### config.mk
export PLATFORM = sky130hd
export DESIGN_NAME = console_rx_fifo
export DESIGN_NICKNAME = d
export VERILOG_FILES = /design/src/rtl/console_rx_fifo.sv
export SDC_FILE = /design/constraint.sdc
export NUM_CORES = 1
export LEC_CHECK = 0
export ABC_CLOCK_PERIOD_IN_PS = 2850
export CAP_MARGIN = 30
export CORE_ASPECT_RATIO = 1.25
export CORE_MARGIN = 2
export CORE_UTILIZATION = 50
export DETAILED_ROUTE_END_ITERATION = 10
export PLACE_DENSITY = 0.82
export SYNTH_ARGS = -nofsm -noshare
export SYNTH_HDL_FRONTEND = slang
export SYNTH_SLANG_ARGS = --single-unit
### constraint.sdc
create_clock -name clk -period 2.85 [get_ports clk]
set_input_delay 0.57 -clock clk [delete_from_list [all_inputs] [get_ports clk]]
set_output_delay 0.57 -clock clk [all_outputs]
set_load 0.01 [all_outputs]
### src/rtl/console_rx_fifo.sv
// rtl/console_rx_fifo.sv - UART receive FIFO feeding the CPU read-char path (optional CONSOLE_RX_OVERFLOW_EN: drop-and-flag when full)
module console_rx_fifo #(
  parameter int DEPTH_LOG2 = 4
) (
  input  logic                  clk,
  input  logic                  resetn,
  input  logic [31:0]           uart_dat_do,
  output logic                  uart_dat_re,
  input  logic                  cpu_re,
  output logic [31:0]           cpu_dat,
  output logic [DEPTH_LOG2:0]   count,
  input  logic                  ovf_clr,
  output logic                  overflow
);

  localparam int DEPTH = 1 << DEPTH_LOG2;
  localparam logic [DEPTH_LOG2:0]   CNT_FULL = (DEPTH_LOG2+1)'(DEPTH);
  localparam logic [DEPTH_LOG2:0]   CNT_ONE  = (DEPTH_LOG2+1)'(1);
  localparam logic [DEPTH_LOG2-1:0] PTR_ONE  = DEPTH_LOG2'(1);

  typedef enum logic [1:0] {
    IDLE   = 2'd0,
    ACK    = 2'd1,
    SETTLE = 2'd2
  } state_t;

  state_t state, next_state;

  logic [7:0]            mem [DEPTH];
  logic [DEPTH_LOG2-1:0] wr_ptr, rd_ptr;
  logic                  byte_valid, full, empty, pop;
  logic                  can_take, drain, store;

  assign byte_valid = (uart_dat_do != 32'hFFFF_FFFF);
  assign full       = (count == CNT_FULL);
  assign empty      = (count == '0);
  assign pop        = cpu_re && !empty;
  // A same-cycle pop frees the slot the incoming byte needs.
  assign store      = drain && (!full || pop);

`ifdef CONSOLE_RX_OVERFLOW_EN
  logic drop;
  // Always drain so the UART never overruns; excess bytes are discarded here.
  assign can_take = 1'b1;
  assign drop     = drain && full && !pop;
`else
  logic unused_ovf_clr;
  // Leave the byte in the UART while full so it applies backpressure.
  assign can_take = !full || pop;
  assign unused_ovf_clr = ovf_clr;
  assign overflow = 1'b0;
`endif

  // Drain FSM state register.
  always_ff @(posedge clk) begin
    if (!resetn) state <= IDLE;
    else         state <= next_state;
  end

  // Drain FSM next state; ACK/SETTLE mask uart_dat_do while the UART clears its flag.
  always_comb begin
    next_state = state;
    drain      = 1'b0;
    case (state)
      IDLE: begin
        if (byte_valid && can_take) begin
          drain      = 1'b1;
          next_state = ACK;
        end
      end
      ACK:     next_state = SETTLE;
      SETTLE:  next_state = IDLE;
      default: next_state = IDLE;
    endcase
  end

  // Registered acknowledge pulse toward the UART, high exactly during ACK.
  always_ff @(posedge clk) begin
    if (!resetn) uart_dat_re <= 1'b0;
    else         uart_dat_re <= drain;
  end

  // Pointers and occupancy; pointers wrap naturally at DEPTH.
  always_ff @(posedge clk) begin
    if (!resetn) begin
      wr_ptr <= '0;
      rd_ptr <= '0;
      count  <= '0;
    end else begin
      if (store) wr_ptr <= wr_ptr + PTR_ONE;
      if (pop)   rd_ptr <= rd_ptr + PTR_ONE;
      case ({store, pop})
        2'b10:   count <= count + CNT_ONE;
        2'b01:   count <= count - CNT_ONE;
        default: count <= count;
      endcase
    end
  end

  // Storage array; contents are deliberately left unreset.
  always_ff @(posedge clk) begin
    if (store) mem[wr_ptr] <= uart_dat_do[7:0];
  end

`ifdef CONSOLE_RX_OVERFLOW_EN
  // Sticky drop flag; a new drop beats a same-cycle clear.
  always_ff @(posedge clk) begin
    if (!resetn)      overflow <= 1'b0;
    else if (drop)    overflow <= 1'b1;
    else if (ovf_clr) overflow <= 1'b0;
  end
`endif

  // Non-blocking read semantics: zero when nothing is buffered.
  always_comb begin
    cpu_dat = 32'h0;
    if (!empty) cpu_dat = {24'h0, mem[rd_ptr]};
  end

endmodule

# [Yosys cells after proc, flatten, opt, wreduce, memory -nomap -nowiden]
# Memories as Yosys holds them, arrays and structs flattened. A register that Yosys moved wholly into a read port is not among the register bits.
# Cells that the tools add are included.
[op_classes] add_sub_neg=4 eq_ne=6 mux=10 reduce_logical=9
[op_table] op="inequality test 32 bit, second input constant" n=1
[op_table] op="one-hot mux 5 bit (2 select lines)" n=1
[op_table] op="adder 4 x 1 -> 4 bit, second input constant" n=2
[op_table] op="two-way mux 4 bit" n=2
[op_table] op="two-way mux 8 bit" n=1
[op_table] op="adder 5 x 1 -> 5 bit, second input constant" n=1
[op_table] op="equality test 5 bit, second input constant" n=1
[op_table] op="logical NOT 5 bit" n=1
[op_table] op="subtractor 5 x 1 -> 5 bit, second input constant" n=1
[op_table] op="equality test 2 x 1 -> 1 bit, second input constant" n=2
[op_table] op="two-way mux 1 bit" n=4
[op_table] op="one-hot mux 2 bit (2 select lines)" n=1
[op_table] op="logical AND 1 bit" n=3
[op_table] op="equality test 2 bit, second input constant" n=1
[op_table] op="logical NOT 1 bit" n=2
[op_table] op="logical NOT 2 bit" n=1
[op_table] op="two-way mux 2 bit" n=1
[op_table] op="inequality test 2 bit, second input constant" n=1
[op_table] op="nonzero test 2 bit" n=1
[op_table] op="logical OR 1 bit" n=1
[word_totals] ff_bits=16 ramBits=128 out_inout_bits=39 elab_cells=35 mem_count=1
[mem_list] memory="mem" words=16 width=8 read_ports=1 rd_clocked_by_memory_dff=1 wr=1 line="29" text="logic [7:0] mem [DEPTH];"

# [Depth between registers and ports, before layout]
[logic_depth] ltp_word=10 ltp_mapped=15

# [Worst setup path before layout]
# No wires, ideal clock.
[synth_path] path_type="reg2reg" startpoint="register count[1]" endpoint="register count[4]" arrival_ps=3074 required_ps=2778 slack_ps=-295 path_stages_with_launch=16 n_path_buf=4 cell_sequence="dfxtp_1 buf_6 or4_4 buf_6 o21ai_4 a21oi_2 buf_6 inv_2 ha_1 clkbuf_1 xor2_1 ha_1 a21oi_1 or3b_1 a31oi_1 mux2i_1"
[synth_between] elab_chain_len=10 elab_cells_between_ends=16 cone_classes="add/sub (2); eq/ne (3); mux (3); reduce/logical (8)"
[synth_rtl] item="from (decl)" line="11" text="output logic [DEPTH_LOG2:0] count,"
[synth_rtl] item="from (signal assigned)" line="93" text="2'b10: count <= count + CNT_ONE;"
[synth_rtl] item="from (signal assigned)" line="94" text="2'b01: count <= count - CNT_ONE;"
[synth_rtl] item="from (signal assigned)" line="95" text="default: count <= count;"
[synth_rtl] item="logical NOT 5 bit" line="36" text="assign empty = (count == '0);"
[synth_rtl] item="logical NOT 1 bit"
[synth_rtl] item="logical AND 1 bit" line="37" text="assign pop = cpu_re && !empty;"
[synth_rtl] item="logical OR 1 bit" line="39, 49"
[synth_rtl] item="logical AND 1 bit" line="66" text="if (byte_valid && can_take) begin"
[synth_rtl] item="two-way mux 1 bit" line="66"
[synth_rtl] item="two-way mux 1 bit" line="64" text="case (state)"
[synth_rtl] item="logical AND 1 bit" line="39" text="assign store = drain && (!full || pop);"
[synth_rtl] item="equality test 2 x 1 -> 1 bit or equality test 2 bit (tied branches)" line="92" text="case ({store, pop})"
[synth_rtl] item="one-hot mux 5 bit (2 select lines) or nonzero test 2 bit (tied branches)"
# Several ways; a longest one is shown, not always the timed one.
# A chain may end at the register's enable or synchronous reset.

# [Final worst setup path]
[layout_path] startpoint="register count[3]" endpoint="output port cpu_dat[7]"
[layout_between] elab_chain_len=2
[layout_rtl] item="logical NOT 5 bit" line="36"
[layout_rtl] item="two-way mux 8 bit" line="117" text="if (!empty) cpu_dat = {24'h0, mem[rd_ptr]};"
[layout_rtl] item="to (decl)" line="10" text="output logic [31:0] cpu_dat,"
# Every way passes these cells.

==> results.sh <==
export IMPL_drv_cap=0
export IMPL_ys_async_sr_fraction=0
export IMPL_status="completed"
export IMPL_grt_pass1_vias=3570
export IMPL_synth_top_cells_by_area="edfxtp_1 (61%), mux4_2 (11%), dfxtp_1 (6.4%), mux2i_1 (3.8%), buf_4 (3.0%)"
export IMPL_routed_wl_um=13100
export IMPL_worst_slew_pin_slew_ns=0.733
export IMPL_gp_congestion=0.771
export IMPL_synth_edf_count=128
export IMPL_fillCellCount=854
export IMPL_drt_iter0_drc=314
export IMPL_num_io_pins=75
export IMPL_grt_overflow_total=0
export IMPL_vdd_drop_max_mv=0.517
export IMPL_syn_to_final_growth_pct=25.1
export IMPL_rows=45
export IMPL_post_route_period_util=0.987
export IMPL_dp_cells=581
export IMPL_postCtsHoldBufs=0
export IMPL_synth_top_area_share=0.612
export IMPL_cts_root_buf="clkbuf_16"
export IMPL_start_util=0.514
export IMPL_dpl_hpwl_um=8260
export IMPL_synth_top_cell_by_area="edfxtp_1"
export IMPL_cpMaxStageDelayCell="or4_4"
export IMPL_path_clk_slew_ns=0.06
export IMPL_critPathMaxFanout=8
export IMPL_antenna_left=0
export IMPL_netlist_instances=360
export IMPL_ys_seq_area_frac=0.676
export IMPL_multi_input_area_um2=1930
export IMPL_layout_cells_non_filler=629
export IMPL_grt_pass1_wl_um=19400
export IMPL_path_delay_family="simple AND/OR/NAND/NOR gates"
export IMPL_ff_latch_area_um2=4250
export IMPL_num_vias=3570
export IMPL_htreeDepth=4
export IMPL_grt_use_total=0.200
export IMPL_rsz0062_at_grt="true"
export IMPL_drive_gt1_frac=0.276
export IMPL_grt_max_degree=33
export IMPL_synth_distinct_cells=46
export IMPL_final_nets=494
export IMPL_cp_start_kind="flip-flop"
export IMPL_place_port_buffers=48
export IMPL_fp_dieW_um=104
export IMPL_synth_flop_cell="edfxtp_1"
export IMPL_cpPeakStageDelay_ns=0.54
export IMPL_avgViaCountPerCell=5.68
export IMPL_power_total_uw=6770
export IMPL_placed_cell_area_um2=7030
export IMPL_max_freq_mhz=355
export IMPL_min_path_type="flip-flop to flip-flop"
export IMPL_fin_ws_ns=0.0358
export IMPL_fin_skew_ns=0.0118
export IMPL_clk_latency_ns=0.41
export IMPL_timing_critical_path_buf_inv=2
export IMPL_cp_end_kind="primary output"
export IMPL_cts_buffers=17
export IMPL_first_pass_iters=5
export IMPL_hold_violations=0
export IMPL_holdWs_ns=0.412
export IMPL_cp_data_arrival_time_ns=2.24
export IMPL_ys_warn_count=0
export IMPL_wire_per_inst_um=20.9
export IMPL_antenna_found_initial=1
export IMPL_dp_slack_ns=-0.471
export IMPL_finalSetupViolations=0
export IMPL_die_h_um=129
export IMPL_p_per_area_nw_per_um2=862
export IMPL_die_area_um2=13500
export IMPL_max_slew_margin_rel=0.504
export IMPL_cts_tree="built"
export IMPL_path_cells="or4_4 > buf_4 > o21ai_4 > o22ai_1 > dlygate4sd2_1"
export IMPL_leakage_uw=0.00277
export IMPL_design_area_um2=7850
export IMPL_critical_path_class="flip-flop to primary output"
export IMPL_finalMaxSlewViolations=0
export IMPL_synth_area_per_cell_um2=17.4
export IMPL_syn_area_um2=6280
export IMPL_cp_required_ns=2.28
export IMPL_numClockSinks=148
export IMPL_coreArea_um2=12200
export IMPL_finalCriticalPeriod_ns=2.81
export IMPL_clock_tree_buffer_depth=2
export IMPL_drc=0
export IMPL_synth_seq_cells=148
==> routing by layer <==
metal | GRT usage | share of wire
met1 | 0.228 | 0.37
met2 | 0.353 | 0.54
met3 | 0.0563 | 0.067
met4 | 0.0946 | 0.023
met5 | 0 | 0
==> repair_timing <==
action | CTS | global route
buffers inserted | 6 | 8
gates resized for setup | 28 | 14
pin swaps | 1 | 11
setup endpoints to repair | 10 | 4
==> registers in the layout (all words and copies together), names as in the netlist, named ones only <==
register     flops
wr_ptr           4
count            5
state            2
mem            128
rd_ptr           4
uart_dat_re      1
==> final cells by class <==
cell class | count | share of cell area
clock buffer | 18 | 0.0547
sequential | 148 | 0.542
clock inverter | 14 | 0.0196
multi-input combinational | 188 | 0.245
timing repair buffer | 89 | 0.109
antenna | 2 | 0.000637
tap | 164 | 0.0261
inverter | 6 | 0.00319
==> synthesized netlist by cell type (2+ instances only) <==
cell type,n
and2_1,2
buf_2,4
nand4_1,8
ha_1,8
and4b_1,4
o22ai_1,8
nor4bb_1,2
clkbuf_1,6
o21a_1,2
nor3_1,2
nor4_1,2
xor2_1,5
nand2_1,10
buf_6,4
nand2b_1,6
o21ai_4,2
buf_1,3
and3_1,6
inv_2,2
and4_1,4
mux4_2,32
edfxtp_1,128
nor2_1,9
a211oi_1,2
nor2b_1,3
buf_4,25
a21oi_1,5
mux2i_1,24
nand3_1,3
dfxtp_1,20
inv_1,4
==> cell usage in the layout, fill, tap and decap left out, types with 4 or more instances in the layout <==
cell type,netlist,routed
edfxtp_1,128,128
buf_4,25,36
mux4_2,32,32
clkdlybuf4s50_1,0,28
conb_1,1,25
mux2i_1,24,19
clkbuf_16,0,17
dfxtp_1,20,16
nand2_1,10,10
nor2_1,9,9
dlymetal6s2s_1,0,9
dlygate4sd2_1,0,9
nand4_1,8,8
o22ai_1,8,7
nand2b_1,6,6
and3_1,6,6
ha_1,8,6
xor2_1,5,5
clkinvlp_4,0,5
inv_1,4,4
and4b_1,4,4
and4_1,4,4
a21oi_1,5,4
clkinv_4,0,4
buf_12,0,4
==> through the flow <==
| stage | setup TNS [ns] | util |
|---|---|---|
| detailed placement | -3.71 | 0.575 |
| global route | -0.0672 | 0.642 |
| floorplan | 0 | - |
| CTS | 0 | 0.633 |
| finish | 0 | 0.643 |
| global placement | -4.14 | 0.575 |
==> cell families (layout without fill, tap and decap cells) <==
group	count (synthesis)	in the layout	synth area share
xor gates and xnor gates	5	5	0.00698
and+or+nand+nor	67	67	0.0662
buffers and inverters	48	127	0.0492
DFF	148	148	0.676
adders and majority gates	8	8	0.0159
other	1	27	0.000598
muxes	56	56	0.153
AOI/OAI and AO/OA	27	27	0.0317
==> where the power goes <==
group          total, uW  internal (uW)  switching [uW]  leakage (uW)
logic               1930            989             938       0.00118
clock network       2160           1290             871      0.000267
registers           2670           2550             125       0.00132
total               6770           4830            1930       0.00277
==> path summary, 6_finish.rpt <==
kind	from	cells past startpoint	slack, ns	end
min	state[1]	1	0.41	state[1]
max reg2reg	count[3]	12	0.09	count[4]
max	count[3]	5	0.04	cpu_dat[7]
min reg2reg	state[1]	1	0.41	state[1]
No activity file was read; power rests on OpenSTA's default activity.
